### config.mk
export PLATFORM = sky130hd
export DESIGN_NAME = pipe_stage_reg
export DESIGN_NICKNAME = d
export VERILOG_FILES = /design/src/rtl/pipe_pkg.sv /design/src/rtl/pipe_slot.sv /design/src/rtl/pipe_stage_reg.sv
export SDC_FILE = /design/constraint.sdc
export NUM_CORES = 1
export LEC_CHECK = 0
export BUFFER_PORTS_ARGS = -buffer_cell sky130_fd_sc_hd__buf_4
export CAP_MARGIN = 20
export CELL_PAD_IN_SITES_DETAIL_PLACEMENT = 1
export CELL_PAD_IN_SITES_GLOBAL_PLACEMENT = 2
export CORE_UTILIZATION = 32
export CTS_BUF_LIST = sky130_fd_sc_hd__clkbuf_2 sky130_fd_sc_hd__clkbuf_4 sky130_fd_sc_hd__clkbuf_8
export CTS_CLUSTER_SIZE = 16
export DETAILED_ROUTE_END_ITERATION = 10
export PLACE_DENSITY = 0.74
export SLEW_MARGIN = 20
export SYNTH_ARGS = -nofsm -noshare
export SYNTH_HDL_FRONTEND = slang
export SYNTH_SLANG_ARGS = --single-unit
### constraint.sdc
create_clock -name clk -period 16.7 [get_ports clk]
set_input_delay 2.505 -clock clk [delete_from_list [all_inputs] [get_ports clk]]
set_output_delay 2.505 -clock clk [all_outputs]
set_load 0.005 [all_outputs]
### src/rtl/pipe_pkg.sv
// Shared types and default widths for the pipeline boundary register.
//   stage_state_e : occupancy state of a skid-buffered stage
//   OCC_W         : width of the occupancy count (0..2)
//   *_DEF         : default payload/control widths of a classic RISC stage
package pipe_pkg;

  typedef enum logic [1:0] {
    EMPTY = 2'd0,
    ONE   = 2'd1,
    FULL  = 2'd2
  } stage_state_e;

  localparam int unsigned OCC_W         = 2;
  localparam int unsigned CTRL_W_DEF    = 12;
  localparam int unsigned PAYLOAD_W_DEF = 143;

endpackage

### src/rtl/pipe_slot.sv
// One storage entry of a pipeline stage: valid bit plus payload/control.
//   clk, reset      : clock, asynchronous active-high reset (clears everything)
//   load            : capture d_payload/d_ctrl and mark valid
//   clear           : drop the entry (wins over load); data left as-is
//   valid, q_*      : stored entry
module pipe_slot
  import pipe_pkg::*;
#(
  parameter int unsigned PAYLOAD_W = PAYLOAD_W_DEF,
  parameter int unsigned CTRL_W    = CTRL_W_DEF
) (
  input  logic                 clk,
  input  logic                 reset,
  input  logic                 load,
  input  logic                 clear,
  input  logic [PAYLOAD_W-1:0] d_payload,
  input  logic [CTRL_W-1:0]    d_ctrl,
  output logic                 valid,
  output logic [PAYLOAD_W-1:0] q_payload,
  output logic [CTRL_W-1:0]    q_ctrl
);

  always_ff @(posedge clk or posedge reset) begin
    if (reset) begin
      valid     <= 1'b0;
      q_payload <= '0;
      q_ctrl    <= '0;
    end else if (clear) begin
      valid <= 1'b0;
    end else if (load) begin
      valid     <= 1'b1;
      q_payload <= d_payload;
      q_ctrl    <= d_ctrl;
    end
  end

endmodule

### src/rtl/pipe_stage_reg.sv
// Generic pipeline boundary register with valid/ready handshake, flush and
// bubble suppression of the control bundle.
//   clk, reset             : clock, asynchronous active-high reset
//   flush                  : synchronous squash of all held entries
//   in_valid/in_ready      : upstream handshake, in_payload/in_ctrl sampled on accept
//   out_valid/out_ready    : downstream handshake
//   out_payload/out_ctrl   : head entry; out_ctrl is zero while the stage is empty
//   occupancy              : number of entries held
// SKID=1 adds a second entry so in_ready can come straight from a register;
// SKID=0 is a single entry whose in_ready depends combinationally on out_ready.
module pipe_stage_reg
  import pipe_pkg::*;
#(
  parameter int unsigned PAYLOAD_W = PAYLOAD_W_DEF,
  parameter int unsigned CTRL_W    = CTRL_W_DEF,
  parameter int unsigned SKID      = 1
) (
  input  logic                 clk,
  input  logic                 reset,
  input  logic                 flush,
  input  logic                 in_valid,
  output logic                 in_ready,
  input  logic [PAYLOAD_W-1:0] in_payload,
  input  logic [CTRL_W-1:0]    in_ctrl,
  output logic                 out_valid,
  input  logic                 out_ready,
  output logic [PAYLOAD_W-1:0] out_payload,
  output logic [CTRL_W-1:0]    out_ctrl,
  output logic [OCC_W-1:0]     occupancy
);

  logic                 accept;
  logic                 main_valid;
  logic                 main_load;
  logic                 main_clear;
  logic [PAYLOAD_W-1:0] main_d_payload;
  logic [CTRL_W-1:0]    main_d_ctrl;
  logic [PAYLOAD_W-1:0] main_payload;
  logic [CTRL_W-1:0]    main_ctrl;
  logic                 skid_valid;

  assign accept = in_valid & in_ready;

  pipe_slot #(
    .PAYLOAD_W (PAYLOAD_W),
    .CTRL_W    (CTRL_W)
  ) u_main (
    .clk       (clk),
    .reset     (reset),
    .load      (main_load),
    .clear     (main_clear),
    .d_payload (main_d_payload),
    .d_ctrl    (main_d_ctrl),
    .valid     (main_valid),
    .q_payload (main_payload),
    .q_ctrl    (main_ctrl)
  );

  generate
    if (SKID != 0) begin : g_skid
      stage_state_e         state_q;
      stage_state_e         state_d;
      logic                 skid_load;
      logic                 skid_clear;
      logic                 main_from_skid;
      logic [PAYLOAD_W-1:0] skid_payload;
      logic [CTRL_W-1:0]    skid_ctrl;

      pipe_slot #(
        .PAYLOAD_W (PAYLOAD_W),
        .CTRL_W    (CTRL_W)
      ) u_skid (
        .clk       (clk),
        .reset     (reset),
        .load      (skid_load),
        .clear     (skid_clear),
        .d_payload (in_payload),
        .d_ctrl    (in_ctrl),
        .valid     (skid_valid),
        .q_payload (skid_payload),
        .q_ctrl    (skid_ctrl)
      );

      always_ff @(posedge clk or posedge reset) begin
        if (reset) state_q <= EMPTY;
        else       state_q <= state_d;
      end

      // The state mirrors the slot valid bits; it only steers loads/clears.
      // In ONE and FULL the main slot is valid, so out_ready alone means transfer.
      always_comb begin
        state_d        = state_q;
        main_load      = 1'b0;
        main_clear     = 1'b0;
        main_from_skid = 1'b0;
        skid_load      = 1'b0;
        skid_clear     = 1'b0;
        if (flush) begin
          state_d    = EMPTY;
          main_clear = 1'b1;
          skid_clear = 1'b1;
        end else begin
          case (state_q)
            EMPTY: begin
              if (accept) begin
                main_load = 1'b1;
                state_d   = ONE;
              end
            end
            ONE: begin
              if (accept && out_ready) begin
                main_load = 1'b1;
              end else if (out_ready) begin
                main_clear = 1'b1;
                state_d    = EMPTY;
              end else if (accept) begin
                skid_load = 1'b1;
                state_d   = FULL;
              end
            end
            FULL: begin
              if (out_ready) begin
                main_load      = 1'b1;
                main_from_skid = 1'b1;
                skid_clear     = 1'b1;
                state_d        = ONE;
              end
            end
            default: state_d = EMPTY;
          endcase
        end
      end

      assign main_d_payload = main_from_skid ? skid_payload : in_payload;
      assign main_d_ctrl    = main_from_skid ? skid_ctrl    : in_ctrl;
      assign in_ready       = (state_q != FULL);
    end else begin : g_single
      logic xfer;

      assign xfer           = main_valid & out_ready;
      assign skid_valid     = 1'b0;
      assign in_ready       = ~main_valid | out_ready;
      assign main_load      = accept & ~flush;
      assign main_clear     = flush | (xfer & ~accept);
      assign main_d_payload = in_payload;
      assign main_d_ctrl    = in_ctrl;
    end
  endgenerate

  assign out_valid   = main_valid;
  assign out_payload = main_payload;
  assign out_ctrl    = main_valid ? main_ctrl : '0;
  assign occupancy   = {1'b0, main_valid} + {1'b0, skid_valid};

endmodule

==> reports/metrics.yaml, run 1 <==
clocking:
  cts.clk_slew.worst_paths_ns: 0.05
  holdBufCountCts: 0
  htreeDepth: 2
  cts_setup_buffers: 0
  cts.path.max_buffers: 3
  clock_latency_ns: 0.64
  cts_sinks: 314
  postCtsResizedCells: 0
  root_buffer: "clkbuf_8"
  cts_tree: "yes"
  cts_buffers: 57
timing:
  setup_viol: 0
  fin_crit_ns: 4.37
  holdWs_ns: 0.498
  max_slew_margin: 0.334
  rsz0062_at_grt: "false"
  setup_tns_ns: 0
  tightest_slew_ns: 0.999
  finalCritPeriodShare: 0.261
  fin_skew_ns: 0.0291
  max_freq_mhz: 229
  hold_viol_final: 0
  slew_viol_final: 0
final_layout:
  n_fill_cell: 4593
  final_cell_mix: "buf_4 (330), mux2_2 (315), dfrtp_1 (314), mux2_4 (150), clkbuf_8 (70)"
  drive_gt1_frac: 0.724
  final_common_cell: "buf_4"
  syn2layout_area_growth_pct: 26.4
  fin_nets: 1367
setup_path:
  critical_path.max_fanout: 46
  crit_chain: "buf_4, o21ba_2, a211oi_4, buf_4, buf_4, mux2_4"
  worstPathArrival_ns: 4.86
  worstSetupStartpoint: "out_ready"
  cp_common_cell: "buf_4"
  critPathCaptureType: "flip-flop"
  slowest_delay_ns: 0.81
  r2r_setup_slack_ns: 13.70
  worst_setup_path_start_kind: "input pin"
  reg2reg_depth: 5
  crit_type: "in2reg"
  worstReg2RegStart: "g_skid.state_q[0]"
  slowest_stage: "buf_4"
  r2r-end: "u_main.q_payload[81]"
  critPathCapture: "u_main.q_payload[81]"
  cp.required_ns: 17.19
global_routing:
  grt_pass1_wl_um: 55900
  grtUsageMet1: 0.195
  antenna_found_initial: 1
  grt_pass1_vias: 9664
  grt_usage: 0.153
  met3_usage: 0.0519
  gr-total-overflow: 0
  gr-usage-met2: 0.241
  grt_start_max_net_pins: 115
  grt-busiest-layer: "met2"
pwr:
  ir_drop_v: 0.0000662
  p_switching_uw: 565
  pwr-share-clk: 0.331
  swShare: 0.250
  power_density_mw_per_mm2: 123
  p_int_uw: 1690
  p_leak_uw: 0.00850
  seqPwrFrac: 0.462
  combPwrFrac: 0.206
synth:
  ys_seq_elements: 314
  syn_avg_cell_area_um2: 16.8
  ys_warn_count: 0
  synth_fp_nets: 1028
  netlist_area_mm2: 0.0145
  seq_area_frac_synth: 0.541
  synth_cells: 867
  synth_cell_types: 27
route:
  vias: 8437
  wl_um: 35000
  wire_per_inst_um: 19.1
  dr.first_iter.drc_count: 308
  first_pass_iters: 4
  ant_nets: 0
  post-route-drc-count: 0
  avgViaCountPerCell: 4.59
die:
  ios: 319
  rows: 77
  die_x_um: 215
  core-area_mm2: 0.0445
  die-area_mm2: 0.0463
  die-height_um: 215
  start_util: 0.327
place:
  io_buffers: 318
  hpwlAfterDp_um: 22100
  gp_congestion: 0.701
run:
  maxCapViolCount: 0
hold_path:
  holdCritStartpoint: "g_skid.u_skid.q_payload[130]"
  min_path_type: "reg2reg"
status:
  status: "finished clean"
synth_stat cells:
library cell  count  area, um2
nor3b_1           1       7.51
o21ba_2           1       10.0
mux2_4          150       2250
nand2b_1          1       6.26
nor2_1            2       7.51
nor4bb_4          1       25.0
ha_1              1       12.5
a211oi_4          1       20.0
buf_6            18        203
clkbuf_1          1       3.75
and2b_1           2       15.0
dfrtp_1         314       7860
buf_2            17       85.1
o21bai_1          1       7.51
inv_1             2       7.51
and2_1           12       75.1
a21oi_1           3       15.0
mux2_2          315       3550
o21a_1            1       7.51
buf_12           16        320
nor3_1            1       5.00
a221oi_1          1       8.76
nor2b_4           1       13.8
nand3_1           1       5.00
nor4bb_1          1       10.0
o21ai_0           1       5.00
inv_2             1       3.75
per-layer routing:
| metal | up-vias | wire (um) |
|---|---|---|
| met1 | 4376 | 15200 |
| met4 | 2 | 758 |
| met5 | - | 8 |
| met2 | 223 | 16400 |
| li1 | 3780 | - |
| met3 | 56 | 2620 |
cell families (layout without fill, tap and decap cells):
logic type                 count (synthesis)  in the layout  share of synthesized area
muxes                                    465            465                      0.399
AOI/OAI and AO/OA                          9              9                    0.00508
and+or+nand+nor                           23             23                     0.0117
buffers and inverters                     55            432                     0.0429
DFF                                      314            314                      0.541
adders and majority gates                  1              1                   0.000861
other                                      0              1                          0
power groups by stage:
| stage | sequential [uW] | combinational (uW) | clock (uW) |
|---|---|---|---|
| 2_1_floorplan | 1040 | 277 | 0 |
| 3_3_place_gp | 1050 | 462 | 0 |
| 3_5_place_dp | 1050 | 476 | 0 |
| 4_1_cts | 1050 | 476 | 781 |
| 5_1_grt | 1070 | 506 | 813 |
| 6_report | 1040 | 466 | 747 |
worst max-delay path: cells and delay by family:
family / cells / cell delay (ns)
mux: 1 / 0.35
compound gates: 2 / 0.41
buf+inv: 3 / 1.47
flip-flops by register name (all words and copies together), names as in the netlist:
register	flops
u_main.valid	1
g_skid.u_skid.q_payload	143
g_skid.state_q	2
u_main.q_ctrl	12
g_skid.u_skid.valid	1
u_main.q_payload	143
g_skid.u_skid.q_ctrl	12
worst min path at each step:
stage	cells after the start	slack, ns	to
final	1	0.50	g_skid.u_skid.q_payload[130]
after global routing	1	0.51	g_skid.u_skid.q_payload[129]
after CTS	1	0.50	g_skid.u_skid.q_payload[114]
after detailed placement	1	0.49	g_skid.u_skid.q_payload[28]
after global placement	1	0.48	g_skid.u_skid.q_payload[20]
after floorplan	1	0.47	u_main.q_ctrl[0]
metrics by stage:
stage                     power [uW]  setup slack, ns   util  instances  area [um2]
after detailed placement        1530            11.34  0.386       1738       17200
after global routing            2390            12.23  0.413       1836       18400
after global placement          1510            11.34  0.386       1738       17200
final                           2260            12.33  0.413       1837       18400
after CTS                       2300            12.04  0.412       1835       18300
after floorplan                 1310             5.51      -        867       14500
final cells by class:
class | count | area, um2 | area share
Sequential cell | 314 | 7860 | 0.428
Timing Repair Buffer | 332 | 2520 | 0.137
Tap cell | 592 | 741 | 0.0403
Inverter | 3 | 18.8 | 0.00102
Multi-Input combinational cell | 498 | 6070 | 0.330
Clock buffer | 95 | 1150 | 0.0627
Clock inverter | 2 | 12.5 | 0.000681
Antenna cell | 1 | 2.50 | 0.000136
Power figures use the tool's default switching activity.
==> run 2: changes to the inputs <==
- PLACE_DENSITY: 0.74 -> 0.77
- clock period: 16.7 -> 3.71 ns (I/O delays scaled with it)
==> reports/metrics.yaml, run 2 (same netlist as run 1, synthesis figures left out) <==
status:
  status: "finished clean"  # unchanged
timing:
  rsz0062_at_grt: "false"  # unchanged
  setup_viol: 0  # unchanged
  max_freq_mhz: 425
  holdWs_ns: 0.123  # was 0.498 ns
  finalCritPeriodShare: 0.635
  setup_tns_ns: 0  # unchanged
  max_slew_margin: 0.423  # was 0.334
  tightest_slew_ns: 0.863  # was 0.999 ns
  hold_viol_final: 0  # unchanged
  slew_viol_final: 0  # unchanged
  fin_skew_ns: 0.0217  # was 0.0291 ns
  fin_crit_ns: 2.35
die:
  die-height_um: 215  # unchanged
  die-area_mm2: 0.0463  # unchanged
  ios: 319  # unchanged
  rows: 77  # unchanged
  core-area_mm2: 0.0445  # unchanged
  start_util: 0.327  # unchanged
  die_x_um: 215  # unchanged
pwr:
  p_int_uw: 7640  # was 1690 uW
  pwr-share-clk: 0.329  # was 0.331
  combPwrFrac: 0.207  # was 0.206
  p_switching_uw: 2540  # was 565 uW
  power_density_mw_per_mm2: 549  # was 123 mW/mm2
  ir_drop_v: 0.000324  # was 0.0000662 V
  seqPwrFrac: 0.463  # was 0.462
  p_leak_uw: 0.00856  # was 0.00850 uW
  swShare: 0.249  # was 0.250
global_routing:
  antenna_found_initial: 1  # unchanged
  grt_usage: 0.153  # about the same
  gr-total-overflow: 0  # unchanged
  grt_pass1_vias: 9693  # was 9664
  grt_start_max_net_pins: 81  # was 115
  grt_pass1_wl_um: 55600  # was 55900 um
place:
  gp_congestion: 0.715  # was 0.701
  postPlaceCellArea_mm2: 0.0174  # was 0.0172 mm2
  io_buffers: 318  # unchanged
  hpwlAfterDp_um: 22800  # was 22100 um
clocking:
  postCtsResizedCells: 0  # unchanged
  cts_setup_buffers: 0  # unchanged
  cts_sinks: 314  # unchanged
  htreeDepth: 2  # unchanged
  cts.path.max_buffers: 3  # unchanged
  root_buffer: "clkbuf_8"  # unchanged
  holdBufCountCts: 0  # unchanged
  cts.clk_slew.worst_paths_ns: 0.06  # was 0.05 ns
  cts_buffers: 57  # unchanged
  clock_latency_ns: 0.62  # was 0.64 ns
  cts_tree: "yes"  # unchanged
final_layout:
  syn2layout_area_growth_pct: 27.4  # was 26.4%
  final_cell_mix: "buf_4 (324), mux2_2 (315), dfrtp_1 (314), mux2_4 (150), clkbuf_8 (69)"  # was buf_4 (330), mux2_2 (315), dfrtp_1 (314), mux2_4 (150), clkbuf_8 (70)
  design_area_mm2: 0.0185  # was 0.0184 mm2
  drive_gt1_frac: 0.725  # was 0.724
  final_common_cell: "buf_4"  # unchanged
  fin_nets: 1371  # was 1367
  insertedDiodeCount: 0  # was 1
  largest_registers: "g_skid.u_skid.q_payload (143), u_main.q_payload (143)"  # unchanged
run:
  maxCapViolCount: 0  # unchanged
route:
  vias: 8485  # was 8437
  dr.first_iter.drc_count: 251  # was 308
  avgViaCountPerCell: 4.61  # was 4.59
  first_pass_iters: 4  # unchanged
  wire_per_inst_um: 18.9  # was 19.1 um
  ant_nets: 0  # unchanged
  post-route-drc-count: 0  # unchanged
  wl_um: 34800  # was 35000 um
setup_path:
  slowest_stage: "dfrtp_1"  # was buf_4
  slowest_delay_ns: 0.71  # was 0.81 ns
  crit_chain: "ha_1, buf_4"  # was buf_4, o21ba_2, a211oi_4, buf_4, buf_4, mux2_4
  crit_type: "reg2out"  # was in2reg
  worstPathArrival_ns: 1.80  # was 4.86 ns
  critPathCaptureType: "output port"  # was flip-flop
  worst_setup_path_start_kind: "flip-flop"  # was input pin
  cp.required_ns: 3.15  # was 17.19 ns
  critical_path.max_fanout: 15  # was 46
hold_path:
  min_path_type: "in2async"  # was reg2reg
run 2: power by group through the flow:
stage	Sequential (uW)	Combinational (uW)	Clock, uW
finish	4710	2110	3350
global route	4820	2290	3670
CTS	4720	2160	3530
detailed placement	4760	2150	0
global placement	4720	2080	0
floorplan	4670	1250	0
run 2: final timing paths:
kind	startpoint	to	slack, ns	depth (start not counted)
min in group clk	out_ready	g_skid.state_q[1]	0.16	2
hold reg to reg	g_skid.u_skid.q_payload[46]	g_skid.u_skid.q_payload[46]	0.50	1
setup reg to reg	g_skid.state_q[0]	u_main.q_payload[45]	1.36	5
hold / removal	reset	u_main.q_payload[52]	0.12	2
setup / recovery	u_main.valid	occupancy[0]	1.36	2
max in group asynchronous	reset	g_skid.u_skid.q_payload[86]	2.69	3
run 2: worst max-delay path: cells and delay by family (launching register included):
kind       cells  cell delay, ns
buf+inv        1            0.13
fa+ha+maj      1            0.33
flops          1            0.71
run 2: layer usage:
metal  GRT usage  vias to the layer above  part of all wire
met2       0.250                      229              0.48
li1            -                     3797                 -
met3      0.0453                       52             0.065
met5           0                        -           0.00049
met1       0.192                     4405              0.43
met4      0.0534                        2             0.021
run 2: metrics by stage:
stage	utilization	worst slack (ns)	power [uW]	std cells
2_1_floorplan	-	-1.03	5910	867
3_3_place_gp	0.390	1.26	6800	1743
3_5_place_dp	0.390	1.23	6910	1743
4_1_cts	0.416	1.23	10400	1841
5_1_grt	0.416	1.22	10800	1841
6_report	0.416	1.36	10200	1841
run 2: area by class of cell:
cell class | instances | area [um2]
flip-flops and latches | 314 | 7860
well taps | 592 | 741
clock buffers | 96 | 1150
clock inverters | 2 | 12.5
repair buffers | 336 | 2670
multi-input cells | 498 | 6070
inverters | 3 | 15.0
fillers | 4581 | 26000
